`src/rtl/md_sched.sv`:
```
// md_sched: multiply/divide scheduler between the E stage and an iterative
// mul/div unit. It issues requests, stalls the front end while HI/LO is busy,
// and generates the HI/LO write enables for unit results and mthi/mtlo.
// Optional feature macro: MD_CANCEL_EN. When it is defined, a flush (Req)
// during an operation moves to DRAIN, where the unit result is waited for and
// then discarded.
module md_sched #(
  parameter int unsigned TIMEOUT_CYCLES = 32
) (
  input  logic       clk,
  input  logic       reset,
  input  logic       E_valid,
  input  logic [3:0] E_MDCtrl,
  input  logic       Req,
  input  logic       u_in_ready,
  input  logic       u_out_valid,
  output logic       u_in_valid,
  output logic [1:0] u_in_op,
  output logic       u_in_sign,
  output logic       u_out_ready,
  output logic       stall,
  output logic       busy,
  output logic [1:0] hilo_we,
  output logic       hilo_src,
  output logic       err
);

  // One spare bit above what TIMEOUT_CYCLES needs, so the saturating counter
  // always passes through the timeout value before it sticks.
  localparam int unsigned CntW = $clog2(TIMEOUT_CYCLES + 1) + 1;
  localparam logic [CntW-1:0] CntTimeout = CntW'(TIMEOUT_CYCLES);
  localparam logic [CntW-1:0] CntMax = '1;

  localparam logic [1:0] StIdle  = 2'd0;
  localparam logic [1:0] StBusy  = 2'd1;
  localparam logic [1:0] StDrain = 2'd2;

  logic [1:0]      state_q, state_d;
  logic [CntW-1:0] cnt_q, cnt_d;
  logic            err_q, err_d;

  logic is_idle;
  logic is_active;
  logic is_md_op;
  logic is_hilo_op;
  logic is_mthi;
  logic is_mtlo;
  logic start;
  logic done;
  logic cancel;
  logic result_we;
  logic mt_we;

  // Opcode decode and the qualified events built from it.
  always_comb begin
    is_idle    = (state_q == StIdle);
    is_active  = ~is_idle;
    is_md_op   = (E_MDCtrl[3:2] == 2'b00);
    is_hilo_op = ~E_MDCtrl[3];
    is_mthi    = (E_MDCtrl == 4'b0110);
    is_mtlo    = (E_MDCtrl == 4'b0111);
    start      = is_idle & E_valid & is_md_op & ~Req;
    done       = is_active & u_out_valid;
`ifdef MD_CANCEL_EN
    cancel     = (state_q == StBusy) & Req;
`else
    cancel     = 1'b0;
`endif
    // A result arriving together with a flush is dropped when cancel is on.
    result_we  = (state_q == StBusy) & u_out_valid & ~cancel;
    mt_we      = is_idle & E_valid & ~Req & (is_mthi | is_mtlo);
  end

  // Unit request, HI/LO write control and pipeline stall outputs.
  always_comb begin
    u_in_valid  = start;
    u_in_op     = 2'b00;
    u_in_sign   = 1'b0;
    if (start) begin
      u_in_op   = E_MDCtrl[1] ? 2'b10 : 2'b01;
      u_in_sign = ~E_MDCtrl[0];
    end
    u_out_ready = is_active;
    busy        = is_active;
    hilo_we     = 2'b00;
    hilo_src    = 1'b0;
    if (result_we) begin
      hilo_we   = 2'b11;
    end else if (mt_we) begin
      hilo_we   = {is_mthi, is_mtlo};
      hilo_src  = 1'b1;
    end
    // The completing cycle releases the stall so a waiting mfhi/mflo reads
    // the freshly written HI/LO one cycle later.
    stall       = (start & ~u_in_ready) | (is_active & E_valid & is_hilo_op & ~done);
    err         = err_q;
  end

  // Next state: issue, completion, and optional flush drain.
  always_comb begin
    state_d = state_q;
    unique case (state_q)
      StIdle: begin
        if (start && u_in_ready) begin
          state_d = StBusy;
        end
      end
      StBusy: begin
        if (u_out_valid) begin
          state_d = StIdle;
        end else if (cancel) begin
          state_d = StDrain;
        end
      end
      StDrain: begin
        if (u_out_valid) begin
          state_d = StIdle;
        end
      end
      default: state_d = StIdle;
    endcase
  end

  // Wait-cycle counter and sticky timeout flag.
  always_comb begin
    cnt_d = cnt_q;
    if (state_d == StIdle) begin
      cnt_d = '0;
    end else if (is_active && (cnt_q != CntMax)) begin
      cnt_d = cnt_q + CntW'(1);
    end
    err_d = err_q | (is_active & (cnt_d == CntTimeout));
  end

  // State registers, cleared asynchronously by the active-low reset.
  always_ff @(posedge clk or negedge reset) begin
    if (!reset) begin
      state_q <= StIdle;
      cnt_q   <= '0;
      err_q   <= 1'b0;
    end else begin
      state_q <= state_d;
      cnt_q   <= cnt_d;
      err_q   <= err_d;
    end
  end

endmodule
```
`config.mk`:
```
export PLATFORM = sky130hd
export DESIGN_NAME = md_sched
export DESIGN_NICKNAME = d
export VERILOG_FILES = /design/src/rtl/md_sched.sv
export SDC_FILE = /design/constraint.sdc
export NUM_CORES = 1
export LEC_CHECK = 0
export BUFFER_PORTS_ARGS = -buffer_cell sky130_fd_sc_hd__clkbuf_2
export CORE_MARGIN = 2
export CORE_UTILIZATION = 44
export CTS_BUF_LIST = sky130_fd_sc_hd__clkbuf_16
export CTS_CLUSTER_DIAMETER = 200
export DETAILED_ROUTE_END_ITERATION = 16
export PLACE_DENSITY = 0.73
export SYNTH_ARGS = -nofsm -noshare
export SYNTH_HDL_FRONTEND = slang
export SYNTH_SLANG_ARGS = --single-unit
```
`constraint.sdc`:
```
create_clock -name clk -period 1.7 [get_ports clk]
set_input_delay 0.17 -clock clk [delete_from_list [all_inputs] [get_ports clk]]
set_output_delay 0.17 -clock clk [all_outputs]
set_load 0.02 [all_outputs]
```
---- Word level (Yosys, flattened, before mapping) ----
Cells that the tools add are included.
storage, ports and cells
  input port bits ......................... 10
  output and inout port bits .............. 11
  register bits after elaboration ......... 10
cells by class
  add/subtract/negate cells ............... 1
  equality and inequality tests ........... 6
  reductions and logical operators ........ 6
  multiplexer cells ....................... 12
  bitwise gates (word level) .............. 21
operators with widths
  kind                                                  count
  two-way mux 7 bit                                     2
  bitwise AND 1 bit                                     12
  two-way mux 2 bit                                     6
  equality test 4 x 3 -> 1 bit (second input constant)  2
  adder 7 x 1 -> 7 bit (second input constant)          1
  equality test 7 x 6 -> 1 bit (second input constant)  1
  inequality test 7 bit (second input constant)         1
  logical NOT 2 bit                                     3
  inverter 1 bit                                        6
  one-hot mux 2 bit (2 select lines)                    1
  two-way mux 1 bit                                     3
  OR 1 bit                                              3
  equality test 2 x 1 -> 1 bit (second input constant)  1
  equality test 2 bit (second input constant)           1
  logical AND 1 bit                                     2
  OR reduction 2 bit                                    1

---- Logic depth before layout (Yosys ltp) ----
Gate-level depths: netlist of the first run.
  depth after elaboration ................. 12
  gate-level depth with buffers ........... 7

---- Least setup slack after synthesis of the first run ----
OpenSTA, ideal clock, no wires.
  path type ............................... register -> output
  start ................................... register state_q[1]
  end ..................................... output stall
  path slack .............................. -186 ps
  cell stages (with the launch flop) ...... 7
  arrival time ............................ 1716 ps
  path buffers ............................ 1
  path through ............................ dfrtp_1 -> inv_1 -> ha_1 -> buf_4 -> and4bb_4 -> or2b_1 -> o21ai_0
on the way
  longest elaborated chain between the ends .. 6
  elaborated cells on any way between the ends .. 12
  classes of those cells .................. bitwise (11); reduce/logical (1)
ends and longest elaborated chain
  what                                                        RTL line    text
  start: declaration                                          38          logic [1:0] state_q, state_d;
  start signal: assignment                                    138         state_q <= StIdle;
  start signal: assignment                                    142         state_q <= state_d;
  logical NOT 2 bit (*)                                       56          is_idle = (state_q == StIdle);
  bitwise AND 1 bit / inverter 1 bit (equally long branches)  62, 57
  bitwise AND 1 bit (on tied branches)                        62, 63, 95
  bitwise AND 1 bit, or another cell as far along             62          start = is_idle & E_valid & is_md_op & ~Req;
  bitwise AND 1 bit                                           95          stall = (start & ~u_in_ready) | (is_active & E_valid & is_hilo_op & ~done);
  OR 1 bit (*)                                                95
  end: declaration                                            21          output logic stall,
Every way passes the cells marked *; elsewhere a longest branch is shown, timed or not.

---- Worst setup path in the final report of the first run ----
  start ................................... register state_q[0]
  end ..................................... output u_in_op[0]
on the way
  longest elaborated chain between the ends .. 5
ends and longest elaborated chain
  what                            RTL line  text
  logical NOT 2 bit               56
  bitwise AND 1 bit (3 in a row)  62
  two-way mux 2 bit               79        if (start) begin
  end: declaration                18        output logic [1:0] u_in_op,
Every way passes these cells.

==> metrics.csv, run 1 <==
metric,value,unit
CP Cell Sequence,inv_2 > ha_4 > and4bb_4 > or2b_4 > nor2_1 > buf_4,
GR Util All Layers,0.220,
final worst slack,-0.161,ns
Seq pwr share,0.251,
worst r2r src,state_q[0],
Leak,0.000536,uW
Post-Syn Instances,75,
hold path start,u_in_ready,
number of remaining DRC errors,0,
fin cells,128,
pin count of the biggest net entering global routing,11,
IO Port Bufs,20,
Critical path origin,state_q[0],
hold path endpoint,state_q[0],
Cells on Worst Hold Path,3,
DR vias/cell,5.24,
Final nets,128,
Relative slew margins,0.804,
Root Buffer,clkbuf_16,
WL final,1870,microns
Rows,14,
pre-CTS setup slack,-0.0563,ns
Commonest cells post-synth,"10 x dfrtp_1, 8 x nor2_1, 7 x inv_1",
Yosys top cell by area,dfrtp_1,
Synth Area in Adders,0.0714,
antenna diode count,0,
Post-Syn Nets,89,
vias,671,
reg-to-reg endpoint,err,
"FFs w/ async S/R, synth",1.00,
Cells after DPL,117,
max cap viols,0,
Peak VDD IR,715,uV
largest family of logic cells by synthesized area,simple AND/OR/NAND/NOR gates,
global-route wire length before repair,3060,microns
total congestion overflow,0,
library cells used by synthesis,33,
Clk pwr share,0.385,
CTS Sinks,10,
number of synthesized flops with an enable pin,0,
layout cells sized above 1,0.545,
CTS buffer count,3,
slowest cell delay on critical path,0.38,ns
mux cell area share after synthesis,0.0143,
critical path class,flip-flop to primary output,
Synth top area share,0.357,
CP max FO,4,
YS warnings,0,
crit path time final,1.86,ns
CP Capture Type,primary output,
most numerous cell in the Yosys netlist,dfrtp_1,
Clock Latency Late Sink,0.23,ns
gp weighted congestion,0.835,
sequential area share after synthesis,0.357,
CTS Buffer Depth,2,
Synth area leaders,"dfrtp_1 36%, ha_1 7.1%, a21oi_1 4.3%, nor2_1 4.3%, inv_1 3.8%",
Detail Route Antenna Nets,0,
Top-Level Pins,21,
Synth Flop Type,dfrtp_1,
status,finished with violations,
Clock Skews,0.00312,ns
area delta synth->final,61.1,%
Critical Path Slowest Stage Cell,dfrtp_1,
violated checks,setup timing,
drt pass-1 iters,4,
worst reg-to-reg path cell count,7,
Synth Cell Area,701,sq um
Final HPWL DP,1200,microns
vias in the first global route,679,
H-tree depth,1,
"Data arrival, critical path",1.69,ns
worst hold path type,primary input to flip-flop,
Final period util,1.09,
XOR/XNOR Fraction of Synth Area,0.0375,
Logic pwr share,0.363,
wire length per cell,14.6,microns
Worst-path clk slew,0.04,ns
final hold vios,0,
FILL cells,99,
flop-to-flop setup slack,-0.02,ns
RSZ-0062 raised after global routing,yes,
initial antenna violation count,0,
post-synthesis simple-gate area fraction,0.279,
Syn Area/Cell,9.34,sq um
worst endpoint required time,1.53,ns
Slew @ Worst Pin,0.289,ns
startpoint types,flip-flop,
Max Fclk,537,MHz
Die W,43.9,microns
Initial Util,0.465,
Final setup viols,9,
1st-iter DRT viols,6,
CTS tree,done,
Compound-Gate Fraction of Synth Area,0.182,
"flops & latches, synth",10,
Internal Power,746,uW
core area,1510,sq um
Total Die Area,1930,sq um
Final Max Slew Viols,0,
Psw,283,uW
DIE HEIGHT,43.9,microns
switching part of the total,0.275,
power per standard cell area,912,nW/um^2
## registers in the layout, summed over array words and instances, names as in the netlist
signal,flops
state_q,2
err,1
cnt_q,7
## cell usage in the layout, fill, tap and decap left out, drive strengths merged, types with 2 or more instances in the layout
| cell type | instances |
|---|---|
| a21oi | 6 |
| nor3 | 2 |
| buf | 22 |
| inv | 7 |
| nor2 | 8 |
| and2 | 3 |
| ha | 4 |
| o21ai | 4 |
| dfrtp | 10 |
| xnor2 | 3 |
| nor2b | 2 |
| nand2 | 4 |
| clkbuf | 16 |
## final cells by class
type | instances | area (sq um) | area share
multi-input cells | 56 | 483 | 0.428
well taps | 16 | 20.0 | 0.0177
repair buffers | 36 | 272 | 0.241
inverters | 7 | 28.8 | 0.0255
clock buffers | 3 | 75.1 | 0.0665
flip-flops and latches | 10 | 250 | 0.222
## worst max-delay path: cells and delay by family, from the launching register on
family        cells  cell delay [ns]
fa+ha+maj         1             0.15
buf+inv           2             0.25
flops             1             0.38
simple gates      3             0.68
## per-stage QoR
| stage | TNS (ns) | util | cell area [sq um] | hold slack [ns] | power [uW] |
|---|---|---|---|---|---|
| after CTS | -0.531 | 0.713 | 1070 | 0.270 | 996 |
| after global routing | -1.16 | 0.749 | 1130 | 0.289 | 1090 |
| after detailed placement | -0.119 | 0.579 | 872 | 0.0418 | 533 |
| after global placement | -0.0141 | 0.579 | 872 | 0.0402 | 526 |
| final | -0.744 | 0.749 | 1130 | 0.271 | 1030 |
| after floorplan | -0.0448 | - | 711 | -0.126 | 443 |
## metal layers
layer / vias up / GRT usage / wire (microns)
li1: 342 / - / -
met1: 314 / 0.291 / 826
met2: 13 / 0.362 / 983
met3: 2 / 0.0250 / 38
met4: 0 / 0.0909 / 18
met5: - / 0 / 0
## how the worst max path moves through the flow
stage / slack [ns] / depth (start not counted) / end
3_5_place_dp: -0.06 / 7 / u_in_op[1]
2_1_floorplan: -0.02 / 6 / hilo_we[0]
3_3_place_gp: -0.01 / 7 / u_in_op[1]
4_1_cts: -0.12 / 7 / u_in_op[1]
6_report: -0.16 / 6 / u_in_op[0]
5_1_grt: -0.17 / 7 / u_in_op[1]
## cells by family after synthesis
| family | after synthesis |
|---|---|
| compound gates | 18 |
| xor+xnor | 3 |
| fa+ha+maj | 4 |
| buf+inv | 9 |
| flops | 10 |
| mux | 1 |
| simple gates | 30 |
## power by group through the flow
stage,Sequential (uW),Clock [uW],Combinational [uW]
floorplan,265,0,178
global placement,260,0,266
detailed placement,260,0,273
CTS,259,407,330
global route,259,426,402
finish,259,396,374
## repair_timing
item | CTS | global route
endpoints found under the hold margin | 10 | 0
resized for setup | 20 | 17
setup buffers | 5 | 2
endpoints found under the setup margin | 10 | 15
hold buffers | 1 | 0
pin swaps | 4 | 4
No activity file was read; power rests on OpenSTA's default activity.
==> run 2: changes to the inputs <==
==> config.mk (replaced) <==
export PLATFORM = sky130hd
export DESIGN_NAME = md_sched
export DESIGN_NICKNAME = d
export VERILOG_FILES = /design/src/rtl/md_sched.sv
export SDC_FILE = /design/constraint.sdc
export NUM_CORES = 1
export LEC_CHECK = 0
export BUFFER_PORTS_ARGS = -buffer_cell sky130_fd_sc_hd__buf_2
export CORE_MARGIN = 2
export CORE_UTILIZATION = 28
export CTS_BUF_LIST = sky130_fd_sc_hd__clkbuf_16
export CTS_CLUSTER_DIAMETER = 200
export DETAILED_ROUTE_END_ITERATION = 16
export SYNTH_ARGS = -nofsm -noshare
export SYNTH_HDL_FRONTEND = slang
export SYNTH_SLANG_ARGS = --single-unit
==> run 2 against run 1 <==
The run still ends with setup timing left. Sequential share of layout area rose by 0.58 points. Via count up 1.9%. Wire length increased by 1.7%. First-iteration DRC count is 33% lower. Fmax is 1.3% higher. Critical endpoint is now u_in_op[1]. Combinational power shrank 8.3%. Largest cell class unchanged. Global-route usage is 7.8 points lower.
==> metrics.csv, run 2 (synthesis gave the netlist of run 1 again) <==
metric,value,unit,change
gp weighted congestion,0.750,,-10%
Rows,18,,+4
Die W,54.0,microns,+23%
Slew @ Worst Pin,0.377,ns,+0.0872 ns
Final nets,127,,-0.78%
most frequent cells in the layout,"17 x buf_4, 13 x buf_2, 10 x dfrtp_1",,
flop-to-flop setup slack,-0.04,ns,-0.02 ns
drt pass-1 iters,4,,unchanged
Final period util,1.08,,-0.0139
initial antenna violation count,0,,unchanged
IO Port Bufs,20,,unchanged
final worst slack,-0.138,ns,+0.0236 ns
max reg flops,7,,unchanged
WL final,1900,microns,+1.7%
DIE HEIGHT,54.0,microns,+23%
H-tree depth,1,,unchanged
CTS Buffer Depth,2,,unchanged
antenna diode count,0,,unchanged
1st-iter DRT viols,4,,-2
CP max FO,4,,unchanged
Post-Route Utilization,0.452,,-0.297
power per standard cell area,935,nW/um^2,+2.5%
DR vias/cell,4.82,,-8.1%
CTS tree,done,,
Initial Util,0.288,,-0.177
Final setup viols,8,,-1
Leak,0.000524,uW,-2.3%
total congestion overflow,0,,unchanged
CP Capture Type,primary output,,
Final Max Slew Viols,0,,unchanged
vias,684,,+1.9%
critical path class,flip-flop to primary output,,
Relative slew margins,0.745,,-0.0589
Worst-path clk slew,0.04,ns,about the same
number of remaining DRC errors,0,,unchanged
CTS buffer count,3,,unchanged
Detail Route Antenna Nets,0,,unchanged
crit path time final,1.84,ns,-0.0236 ns
pin count of the biggest net entering global routing,11,,unchanged
Reg with most FFs,cnt_q,,
Final HPWL DP,1260,microns,+4.9%
startpoint types,flip-flop,,
worst hold path type,primary input to asynchronous set/reset pin,,
setup TNS,-0.543,ns,+0.201 ns
wire length per cell,13.4,microns,-8.4%
Top-Level Pins,21,,unchanged
Root Buffer,clkbuf_16,,
FILL cells,225,,+130%
Clock Latency Late Sink,0.24,ns,about the same
Peak VDD IR,404,uV,-43%
RSZ-0062 raised after global routing,yes,,
GR Util All Layers,0.142,,-0.0781
vias in the first global route,682,,+0.44%
Total Die Area,2920,sq um,+51%
CTS Sinks,10,,unchanged
area delta synth->final,57.0,%,
core area,2430,sq um,+61%
layout cells sized above 1,0.527,,-0.0179
"Data arrival, critical path",1.67,ns,-0.02 ns
status,finished with violations,,
"commonest non-fill, non-tap cell in the layout",buf_4,,
max cap viols,0,,unchanged
global-route wire length before repair,2930,microns,-4.3%
Max Fclk,544,MHz,+1.3%
Clock Skews,0.00285,ns,-0.000270 ns
final hold vios,0,,unchanged
violated checks,setup timing,,
worst endpoint required time,1.53,ns,about the same
## run 2: cell type report
cell class | instances | area [sq um] | share of cell area
sequential | 10 | 250 | 0.228
tap | 30 | 37.5 | 0.0341
timing repair buffer | 35 | 248 | 0.225
multi-input combinational | 56 | 459 | 0.418
inverter | 7 | 26.3 | 0.0239
clock buffer | 3 | 75.1 | 0.0683
clock inverter | 1 | 3.75 | 0.00341
## run 2: path summary, 6_finish.rpt
kind	start	to	cells past startpoint
setup / recovery	state_q[0]	u_in_op[1]	7
hold / removal	reset	cnt_q[3]	2
setup reg to reg	state_q[0]	err	8
hold reg to reg	err	err	2
max in group asynchronous	reset	state_q[1]	2
min in group clk	u_out_valid	state_q[1]	4
## run 2: critical path, stage by stage (launching register included)
cell and delay (ns):
dfrtp_1 0.38, inv_2 0.09, ha_4 0.14, and4bb_4 0.24, or2b_4 0.29, inv_2 0.06
and2_4 0.13, buf_6 0.10
## run 2: report_power, final
group          switching, uW  leakage, uW  total (uW)  internal, uW
sequential              8.04     0.000134         258           250
combinational            168     0.000351         343           176
clock                    117    0.0000385         426           309
## run 2: routing by layer
layer | GRT usage | share of wire | up-vias | wire, microns
met4 | 0.0500 | 0 | 0 | 0
met1 | 0.159 | 0.41 | 320 | 779
met5 | 0 | 0 | - | 0
met2 | 0.258 | 0.54 | 27 | 1020
li1 | - | - | 337 | -
met3 | 0.0333 | 0.051 | 0 | 97
## run 2: timing repair
item / in CTS / in global routing
pin swaps: 3 / 3
hold buffers: 1 / 0
setup buffers: 4 / 2
resized for setup: 14 / 9
endpoints found under the setup margin: 10 / 12
hold endpoints to repair: 10 / 0
## run 2: through the flow
| step | cell area [sq um] | worst slack (ns) | hold slack [ns] | cells | total power [uW] |
|---|---|---|---|---|---|
| final | 1100 | -0.138 | 0.326 | 142 | 1030 |
| after global routing | 1100 | -0.177 | 0.341 | 142 | 1070 |
| after CTS | 1070 | -0.114 | 0.321 | 141 | 1010 |
| after detailed placement | 897 | -0.0143 | 0.0519 | 132 | 536 |
| after global placement | 897 | 0.0189 | 0.0471 | 132 | 532 |
| after floorplan | 711 | -0.0156 | -0.126 | 75 | 443 |
